--- src/rtl/spi_cmd_pkg.sv ---
// rtl/spi_cmd_pkg.sv - shared types and opcode constants for the SPI device command front-end
package spi_cmd_pkg;

  // Frame phase, also driven out on state_o
  typedef enum logic [2:0] {
    ST_IDLE  = 3'd0,
    ST_ADDR  = 3'd1,
    ST_DUMMY = 3'd2,
    ST_DATA  = 3'd3,
    ST_ERR   = 3'd4
  } state_e;

  // Operation class held in opcode bits [7:6]
  typedef enum logic [1:0] {
    OP_WR_REG = 2'b00,
    OP_RD_REG = 2'b01,
    OP_WR_MEM = 2'b10,
    OP_RD_MEM = 2'b11
  } op_e;

  // Opcode field layout
  localparam int OP_MSB = 7;
  localparam int OP_LSB = 6;
  localparam int IDX_W  = 6;
  localparam int CMD_W  = 8;

  // Legacy opcode aliases (decoded only when SPI_CMD_LEGACY_EN is defined)
  localparam logic [7:0] LEG_WR_REG0 = 8'h01;
  localparam logic [7:0] LEG_WR_REG1 = 8'h11;
  localparam logic [7:0] LEG_WR_REG2 = 8'h20;
  localparam logic [7:0] LEG_WR_REG3 = 8'h30;
  localparam logic [7:0] LEG_RD_REG0 = 8'h05;
  localparam logic [7:0] LEG_RD_REG1 = 8'h07;
  localparam logic [7:0] LEG_RD_REG2 = 8'h21;
  localparam logic [7:0] LEG_RD_REG3 = 8'h31;
  localparam logic [7:0] LEG_WR_MEM  = 8'h02;
  localparam logic [7:0] LEG_RD_MEM  = 8'h0B;

endpackage

--- src/rtl/spi_device_cmd_fsm_decode.sv ---
// rtl/spi_device_cmd_fsm_decode.sv - combinational opcode decoder (legacy aliases under SPI_CMD_LEGACY_EN)
module spi_cmd_decode
  import spi_cmd_pkg::*;
#(
  parameter int NUM_REGS = 4
) (
  input  logic [CMD_W-1:0] cmd_i,
  output op_e              op_o,
  output logic [IDX_W-1:0] idx_o,
  output logic             legal_o,
  output logic             needs_dummy_o
);

`ifdef SPI_CMD_LEGACY_EN
  localparam bit LEGACY_EN = 1'b1;
`else
  localparam bit LEGACY_EN = 1'b0;
`endif

  // Structured decode first, legacy aliases override it, then legality on the result
  always_comb begin
    op_o  = op_e'(cmd_i[OP_MSB:OP_LSB]);
    idx_o = cmd_i[IDX_W-1:0];
    if (LEGACY_EN) begin
      case (cmd_i)
        LEG_WR_REG0: begin op_o = OP_WR_REG; idx_o = 6'd0; end
        LEG_WR_REG1: begin op_o = OP_WR_REG; idx_o = 6'd1; end
        LEG_WR_REG2: begin op_o = OP_WR_REG; idx_o = 6'd2; end
        LEG_WR_REG3: begin op_o = OP_WR_REG; idx_o = 6'd3; end
        LEG_RD_REG0: begin op_o = OP_RD_REG; idx_o = 6'd0; end
        LEG_RD_REG1: begin op_o = OP_RD_REG; idx_o = 6'd1; end
        LEG_RD_REG2: begin op_o = OP_RD_REG; idx_o = 6'd2; end
        LEG_RD_REG3: begin op_o = OP_RD_REG; idx_o = 6'd3; end
        LEG_WR_MEM:  begin op_o = OP_WR_MEM; idx_o = 6'd0; end
        LEG_RD_MEM:  begin op_o = OP_RD_MEM; idx_o = 6'd0; end
        default: ;
      endcase
    end
    if (op_o == OP_WR_REG || op_o == OP_RD_REG) begin
      legal_o = ({1'b0, idx_o} < 7'(NUM_REGS));
    end else begin
      legal_o = (idx_o == '0);
    end
    needs_dummy_o = (op_o == OP_RD_MEM);
  end

endmodule

--- src/rtl/spi_device_cmd_fsm.sv ---
// rtl/spi_device_cmd_fsm.sv - SPI device command FSM: opcode/addr/dummy/data sequencing (option: SPI_CMD_LEGACY_EN)
module spi_device_cmd_fsm
  import spi_cmd_pkg::*;
#(
  parameter int NUM_REGS  = 4,
  parameter int ADDR_W    = 32,
  parameter int DATA_W    = 32,
  parameter int DUMMY_CYC = 8
) (
  input  logic              sclk,
  input  logic              rstn,
  input  logic              cs_n,
  input  logic              sdi,
  output logic [2:0]        state_o,
  output logic [5:0]        reg_sel_o,
  output logic              is_mem_o,
  output logic              is_read_o,
  output logic [ADDR_W-1:0] addr_o,
  output logic              addr_valid_o,
  output logic [DATA_W-1:0] rx_data_o,
  output logic              rx_valid_o,
  output logic              tx_load_o,
  output logic              error_o
);

  localparam int SH_W    = (ADDR_W > DATA_W) ? ADDR_W : DATA_W;
  localparam int CNT_MAX = (SH_W > DUMMY_CYC) ? SH_W : DUMMY_CYC;
  localparam int CNT_W   = $clog2(CNT_MAX + 1);

  state_e            state_q, state_d;
  logic [CNT_W-1:0]  cnt_q, cnt_d;
  logic [SH_W-1:0]   sh_q, sh_d;
  logic [SH_W-1:0]   sh_next;
  logic [ADDR_W-1:0] addr_q, addr_d;
  logic [DATA_W-1:0] rx_data_q, rx_data_d;
  logic [5:0]        reg_sel_q, reg_sel_d;
  logic              is_mem_q, is_mem_d;
  logic              is_read_q, is_read_d;
  logic              dummy_q, dummy_d;
  logic              done_q, done_d;
  logic              err_q, err_d;
  logic              addr_valid_q, addr_valid_d;
  logic              rx_valid_q, rx_valid_d;
  logic              tx_load_q, tx_load_d;

  logic [CMD_W-1:0]  cmd;
  op_e               dec_op;
  logic [IDX_W-1:0]  dec_idx;
  logic              dec_legal;
  logic              dec_dummy;

  // Shift register value including the bit sampled on this edge
  assign sh_next = {sh_q[SH_W-2:0], sdi};
  assign cmd     = sh_next[CMD_W-1:0];

  spi_cmd_decode #(.NUM_REGS(NUM_REGS)) u_decode (
    .cmd_i         (cmd),
    .op_o          (dec_op),
    .idx_o         (dec_idx),
    .legal_o       (dec_legal),
    .needs_dummy_o (dec_dummy)
  );

  // Phase sequencing, counters, decode capture and strobe generation
  always_comb begin
    state_d      = state_q;
    cnt_d        = cnt_q + CNT_W'(1);
    sh_d         = sh_next;
    addr_d       = addr_q;
    rx_data_d    = rx_data_q;
    reg_sel_d    = reg_sel_q;
    is_mem_d     = is_mem_q;
    is_read_d    = is_read_q;
    dummy_d      = dummy_q;
    done_d       = done_q;
    err_d        = err_q;
    addr_valid_d = 1'b0;
    rx_valid_d   = 1'b0;
    tx_load_d    = 1'b0;

    if (cs_n) begin
      // Frame end/abort: any partial word is simply dropped with the counter
      state_d   = ST_IDLE;
      cnt_d     = '0;
      sh_d      = '0;
      is_mem_d  = 1'b0;
      is_read_d = 1'b0;
      dummy_d   = 1'b0;
      done_d    = 1'b0;
      err_d     = 1'b0;
    end else begin
      case (state_q)
        ST_IDLE: begin
          if (done_q) begin
            // Register transfer already finished; ignore trailing bits
            cnt_d = cnt_q;
          end else if (cnt_q == CNT_W'(CMD_W - 1)) begin
            cnt_d     = '0;
            reg_sel_d = dec_idx;
            is_mem_d  = dec_op[1];
            is_read_d = dec_op[0];
            dummy_d   = dec_dummy;
            if (!dec_legal) begin
              state_d = ST_ERR;
              err_d   = 1'b1;
            end else if (dec_op[1]) begin
              state_d = ST_ADDR;
            end else begin
              state_d   = ST_DATA;
              tx_load_d = dec_op[0];
            end
          end
        end
        ST_ADDR: begin
          if (cnt_q == CNT_W'(ADDR_W - 1)) begin
            cnt_d        = '0;
            addr_d       = sh_next[ADDR_W-1:0];
            addr_valid_d = 1'b1;
            if (dummy_q && (DUMMY_CYC > 0)) begin
              state_d = ST_DUMMY;
            end else begin
              state_d   = ST_DATA;
              tx_load_d = 1'b1;
            end
          end
        end
        ST_DUMMY: begin
          if (cnt_q == CNT_W'(DUMMY_CYC - 1)) begin
            cnt_d     = '0;
            state_d   = ST_DATA;
            tx_load_d = 1'b1;
          end
        end
        ST_DATA: begin
          if (cnt_q == CNT_W'(DATA_W - 1)) begin
            cnt_d = '0;
            if (!is_read_q) begin
              rx_data_d  = sh_next[DATA_W-1:0];
              rx_valid_d = 1'b1;
            end
            if (is_mem_q) begin
              // Burst continues until cs_n rises; address wraps naturally
              addr_d       = addr_q + ADDR_W'(DATA_W / 8);
              addr_valid_d = 1'b1;
              tx_load_d    = is_read_q;
            end else begin
              state_d = ST_IDLE;
              done_d  = 1'b1;
            end
          end
        end
        ST_ERR: begin
          cnt_d = cnt_q;
        end
        default: begin
          state_d = ST_IDLE;
          cnt_d   = '0;
        end
      endcase
    end
  end

  // State and datapath registers
  always_ff @(posedge sclk or negedge rstn) begin
    if (!rstn) begin
      state_q      <= ST_IDLE;
      cnt_q        <= '0;
      sh_q         <= '0;
      addr_q       <= '0;
      rx_data_q    <= '0;
      reg_sel_q    <= '0;
      is_mem_q     <= 1'b0;
      is_read_q    <= 1'b0;
      dummy_q      <= 1'b0;
      done_q       <= 1'b0;
      err_q        <= 1'b0;
      addr_valid_q <= 1'b0;
      rx_valid_q   <= 1'b0;
      tx_load_q    <= 1'b0;
    end else begin
      state_q      <= state_d;
      cnt_q        <= cnt_d;
      sh_q         <= sh_d;
      addr_q       <= addr_d;
      rx_data_q    <= rx_data_d;
      reg_sel_q    <= reg_sel_d;
      is_mem_q     <= is_mem_d;
      is_read_q    <= is_read_d;
      dummy_q      <= dummy_d;
      done_q       <= done_d;
      err_q        <= err_d;
      addr_valid_q <= addr_valid_d;
      rx_valid_q   <= rx_valid_d;
      tx_load_q    <= tx_load_d;
    end
  end

  assign state_o      = state_q;
  assign reg_sel_o    = reg_sel_q;
  assign is_mem_o     = is_mem_q;
  assign is_read_o    = is_read_q;
  assign addr_o       = addr_q;
  assign addr_valid_o = addr_valid_q;
  assign rx_data_o    = rx_data_q;
  assign rx_valid_o   = rx_valid_q;
  assign tx_load_o    = tx_load_q;
  assign error_o      = err_q;

endmodule

--- config.mk ---
export PLATFORM = sky130hd
export DESIGN_NAME = spi_device_cmd_fsm
export DESIGN_NICKNAME = d
export VERILOG_FILES = /design/src/rtl/spi_cmd_pkg.sv /design/src/rtl/spi_device_cmd_fsm_decode.sv /design/src/rtl/spi_device_cmd_fsm.sv
export SDC_FILE = /design/constraint.sdc
export NUM_CORES = 1
export LEC_CHECK = 0
export CELL_PAD_IN_SITES_DETAIL_PLACEMENT = 1
export CELL_PAD_IN_SITES_GLOBAL_PLACEMENT = 1
export CORE_ASPECT_RATIO = 2
export CORE_MARGIN = 2
export CORE_UTILIZATION = 25
export DETAILED_ROUTE_END_ITERATION = 10
export GPL_TIMING_DRIVEN = 0
export HOLD_SLACK_MARGIN = 0.08
export PLACE_DENSITY_LB_ADDON = 0.1
export SYNTH_ARGS = -nofsm -noshare
export SYNTH_HDL_FRONTEND = slang
export SYNTH_SLANG_ARGS = --single-unit
--- constraint.sdc ---
create_clock -name sclk -period 4.72 [get_ports sclk]
set_input_delay 1.18 -clock sclk [delete_from_list [all_inputs] [get_ports sclk]]
set_output_delay 1.18 -clock sclk [all_outputs]
set_load 0.01 [all_outputs]
; ---- Yosys cells after proc, flatten, opt, wreduce, memory -nomap -nowiden
; Index checks and enable logic that the tools add are counted.
[word_totals]
input_bits = 4
reg_bits = 118
elab_cells = 122
output_inout_bits = 79
[op_classes]
addsub = 2
muxes = 63
n_bitwise = 3
reduce_logical = 18
eq_ne = 21
n_lt_le_gt_ge = 1
[ops]
columns = cell, count
row1 = 32-bit 2-to-1 mux, 3
row2 = 32-bit one-hot mux with 2 select lines, 1
row3 = 1-bit 2-to-1 mux, 41
row4 = 32-bit by 3-bit adder with 32-bit output (second input constant), 1
row5 = 31-bit 2-to-1 mux, 1
row6 = 3-bit 2-to-1 mux, 8
row7 = 6-bit 2-to-1 mux, 4
row8 = 6-bit one-hot mux with 4 select lines, 1
row9 = 3-bit inequality test (second input constant), 6
row10 = 3-bit one-hot mux with 5 select lines, 1
row11 = 2-bit inequality test (second input constant), 7
row12 = 4-bit AND reduction, 3
row13 = 2-bit nonzero test, 5
row14 = 7-bit AND reduction, 1
row15 = 6-bit by 1-bit adder with 6-bit output (second input constant), 1
row16 = 3-bit by 2-bit == test with 1-bit output (second input constant), 2
row17 = 6-bit by 3-bit == test with 1-bit output (second input constant), 1
row18 = 6-bit by 5-bit == test with 1-bit output (second input constant), 1
row19 = 6-bit logical NOT, 1
row20 = 6-bit by 3-bit less-than comparator with 1-bit output (second input constant), 1
row21 = 3-bit AND reduction, 2
row22 = 5-bit AND reduction, 1
row23 = 1-bit one-hot mux with 4 select lines, 1
row24 = 3-bit by 1-bit == test with 1-bit output (second input constant), 1
row25 = other kinds (11), 13

; ---- Longest topological paths before layout
[logic_depth]
depth_word = 8
ltp_mapped = 9
mapped_depth_nobuf = 7

; ---- Modules after synthesis
; From an unflattened synthesis, not the netlist that was laid out.
[hier_totals]
cells_unflattened = 496
area_unflattened_um2 = 5365.1
[by_module_without_submodules]
columns = module, cells_each, n_inst, seq_area_each_um2, area_each_um2
row1 = spi_device_cmd_fsm, 484, 1, 2952.8, 5281.3
row2 = spi_cmd_decode, 12, 1, 0.0, 83.8

; ---- Least setup slack after synthesis
; Ideal clock, no wire load.
[synth_path]
path_kind = input -> register
from = input cs_n
to = register addr_q[31] (netlist: addr_o[31])
required_ps = 4574
path_buffers = 1
setup_time_ps = 146
slack_ps = 1969
stages = 7
arrival_ps = 2604
cell_sequence = or2_1 or4_1 buf_2 clkinv_2 nand4_1 o211ai_1 o311ai_0
[synth_via]
elab_chain_cells = 2
[synth_rtl]
columns = item, line_no
row1 = "start, declared", spi_device_cmd_fsm.sv:12  ; input logic cs_n,
row2 = 1-bit inverter (no line), --
row3 = 5-bit AND reduction (no line), --
row4 = "end signal, assigned", spi_device_cmd_fsm.sv:184  ; addr_q <= addr_d;
row5 = "end, declared", spi_device_cmd_fsm.sv:34  ; logic [ADDR_W-1:0] addr_q, addr_d;
; Every way passes these cells.
; A chain may end at the register's enable or synchronous reset.

; ---- Final worst setup path
[layout_path]
from = input cs_n
to = register rx_data_q[17] (netlist: rx_data_o[17])
[layout_via]
elab_chain_cells = 2
[layout_rtl]
columns = item, line_no
row1 = 1-bit inverter (no line), --
row2 = 4-bit AND reduction (no line), --
row3 = "end signal, assigned", spi_device_cmd_fsm.sv:185  ; rx_data_q <= rx_data_d;
row4 = "end, declared", spi_device_cmd_fsm.sv:35  ; logic [DATA_W-1:0] rx_data_q, rx_data_d;
; Every way passes these cells.

==> results.py <==
metrics = {
    "cells_and_area": {
        "final_nets": 589,
        "fin_cells": 863,
        "diodes": 0,
        "final_cell_area_um2": 7000,
        "area_growth_pct": 33.5,
        "drive_gt1_share_pct": 15.2,
        "post-route-util_pct": 33.6,
        "fillerInstances": 2328,
    },
    "global_routing": {
        "grt_pass1_vias": 4704,
        "grt_start_max_net_pins": 75,
        "overflow": 0,
        "antenna_found_initial": 0,
        "grt_pass1_wl_um": 27600,
        "grt_util_all_layers_pct": 16.7,
    },
    "sta": {
        "rsz0062_at_grt": "false",
        "max_freq_ghz": 0.324,
        "maxSlewViolCount": 0,
        "final.min_clock_period_ns": 3.09,
        "hold_ws_ns": 0.483,
        "relSlewSlack_pct": 42.5,
        "tightestPinTransition_ns": 0.854,
        "clock_skew_ns": 0.0118,
        "setup_violations": 0,
        "hold_violations": 0,
        "setup_ws_ns": 1.63,
        "final.setup.tns_ns": 0,
        "period_share_pct": 65.5,
    },
    "place": {
        "port_buffers": 82,
        "pre_cts_slack_ns": 1.12,
        "dp_hpwl_um": 12700,
        "dpl_cell_area_um2": 6430,
        "routabilityCongestion": 0.778,
        "post-place-cells": 833,
    },
    "floorplanning": {
        "die_h_um": 209,
        "num_rows": 75,
        "ioPinCount": 83,
        "core-area_um2": 20800,
        "start_util_pct": 25.2,
        "die_w_um": 106,
        "die_area_um2": 22200,
    },
    "setup_path": {
        "reg2reg_from": "cnt_q[0]",
        "crit_top_cell": "nor2_1",
        "worst_setup_path_end_kind": "flop",
        "crit_required_ns": 5.02,
        "crit_family": "simple AND/OR/NAND/NOR gates",
        "crit_chain": "clkdlybuf4s50_1 -> nor2_1 -> nand3_1 -> nor2_1 -> buf_2 -> mux2_2",
        "r2r_cells": 7,
        "worstSetupPathType": "in2reg",
        "cpPeakStageDelay_ns": 0.61,
        "startpoint_type": "primary input",
        "cpMaxStageDelayCell": "nor2_1",
        "r2r_slack_ns": 1.86,
        "critPathBufInv": 2,
        "reg2reg_to": "rx_data_o[17]",
        "crit_cells": 6,
        "arrival_ns": 3.39,
        "cp_max_fo": 10,
    },
    "clock_network": {
        "clock-root-buffer": "clkbuf_16",
        "clockBufferDepth": 2,
        "cts_resized": 0,
        "cts_tree": "done",
        "cts_max_level": 4,
        "cts_sinks": 118,
        "clk-insertion-delay-late_ns": 0.42,
        "post_cts_buffers": 0,
        "hold_buffers": 0,
        "clk_pin_slew_ns": 0.05,
        "numCtsBuffers": 17,
    },
    "pwr": {
        "combPwrFrac_pct": 8.2,
        "p_leak_nw": 3.02,
        "p_int_mw": 1.91,
        "p_switching_uw": 617,
        "p_clk_share_pct": 50.2,
        "finalPower_mw": 2.53,
        "pwr_density_cell_nw_per_um2": 361,
        "vdd_drop_max_mv": 0.151,
        "swShare_pct": 24.4,
        "pwr-share-seq_pct": 41.6,
    },
    "synthesis": {
        "synth-seq-area-share_pct": 56.3,
        "synth_cells": 481,
        "synthArstFlopShare_pct": 100,
        "synth_ff_type": "dfrtp_1",
        "synth_enable_flop_cells": 0,
        "synth_fp_nets": 487,
        "synth_seq_cells": 118,
        "synth_area_per_cell_um2": 10.9,
        "synth_cell_types": 49,
        "synth_area_um2": 5250,
        "synth_warnings": 0,
    },
    "detailed_routing": {
        "first_pass_iters": 4,
        "ant_nets": 0,
        "first_iter_violations": 151,
        "wl_um": 17500,
        "wl_per_cell_um": 20.3,
        "via_count": 4263,
        "viasPerCell": 4.94,
        "drc": 0,
    },
    "run": {
        "maxCapViolCount": 0,
    },
    "min_path": {
        "hp-class": "reg2reg",
        "hold_depth": 1,
        "hold_path.startpoint": "cnt_q[5]",
        "whs_endpoint": "cnt_q[5]",
    },
    "run_status": {
        "status": "finished, final reports clean",
    },
}
## how the worst max path moves through the flow
stage	from	end
2_1_floorplan	cs_n	addr_o[31]
3_5_place_dp	cs_n	rx_data_o[17]
4_1_cts	cs_n	rx_data_o[17]
6_report	cs_n	rx_data_o[17]
5_1_grt	cs_n	rx_data_o[17]
3_3_place_gp	rstn	reg_sel_o[0]
## kinds of logic (layout without fill, tap and decap cells)
family	count (synthesis)	after routing	synth area share, %
AND/OR/NAND/NOR	184	184	18.9
flip-flops	118	118	56.3
AO/OA/AOI/OAI	110	110	13.0
multiplexers	38	38	8.59
buffers and inverters	29	142	2.74
adder cells (fa/ha/maj)	2	2	0.477
## cells in the mapped netlist (3+ instances only)
library cell / n / share of area [%]
a211oi_1: 3 / 0.43
a21oi_1: 36 / 3.4
a2bb2oi_1: 5 / 0.83
a311oi_1: 7 / 1.2
a31oi_1: 6 / 0.72
and2_1: 3 / 0.36
and3_1: 13 / 1.6
buf_1: 3 / 0.21
buf_2: 9 / 0.86
buf_6: 3 / 0.64
clkbuf_1: 11 / 0.79
dfrtp_1: 118 / 56
mux2_2: 32 / 6.9
mux2_4: 6 / 1.7
nand2_1: 33 / 2.4
nand3_1: 27 / 2.6
nand4_1: 6 / 0.72
nor2_1: 32 / 2.3
nor2b_1: 33 / 3.9
nor3_1: 6 / 0.57
nor4_1: 6 / 0.72
o211ai_1: 3 / 0.43
o21a_1: 3 / 0.43
o21ai_0: 28 / 2.7
o22a_1: 3 / 0.50
o22ai_1: 7 / 0.83
or3_1: 7 / 0.83
or4_1: 3 / 0.43
## flip-flops by register name, summed over array words and instances, names as in the netlist, 3 cells and up
register and count:
rx_data_o 32, reg_sel_o 6, addr_o 32, cnt_q 6, sh_q 31, state_o 3
## layout by cell type, fill, tap and decap left out, types with 3 or more instances in the layout
master and count:
clkinvlp_4 3, clkbuf_1 12, o22a_1 3, or4_1 3, mux2_2 32, nor2b_1 33
a21oi_1 36, nor4_1 6, nor2_1 32, clkbuf_8 3, nand2_1 33, nand3_1 27
mux2_4 6, and2_1 3, o21ai_0 28, or3_1 7, a31oi_1 6, nand4_1 6
clkdlybuf4s50_1 81, a311oi_1 7, clkinv_2 5, buf_2 9, dfrtp_1 118, o22ai_1 7
buf_1 3, nor3_1 6, and3_1 13, clkbuf_16 17, o211ai_1 3, a2bb2oi_1 5
o21a_1 3, buf_6 4, a211oi_1 3
## power groups by stage
stage | clock, mW | sequential [mW] | combinational [mW]
floorplan | 0 | 1.07 | 0.107
global placement | 0 | 1.07 | 0.205
detailed placement | 0 | 1.07 | 0.211
CTS | 1.31 | 1.05 | 0.212
global route | 1.36 | 1.05 | 0.233
finish | 1.27 | 1.05 | 0.207
## layer usage
layer | GRT usage, % | routed length [µm]
met5 | 0 | 0
met4 | 7.34 | 397
met3 | 2.81 | 406
met2 | 31.1 | 9900
met1 | 18.1 | 6840
## final cells by class
| class | count | area (µm²) | share of cell area [%] |
|---|---|---|---|
| Buffer | 26 | 131 | 1.88 |
| Clock buffer | 21 | 470 | 6.72 |
| Clock inverter | 9 | 103 | 1.46 |
| Inverter | 3 | 12.5 | 0.179 |
| Multi-Input combinational cell | 334 | 2150 | 30.7 |
| Sequential cell | 118 | 2950 | 42.2 |
| Tap cell | 269 | 337 | 4.81 |
| Timing Repair Buffer | 83 | 850 | 12.1 |
(Power assumes the default switching activity.)
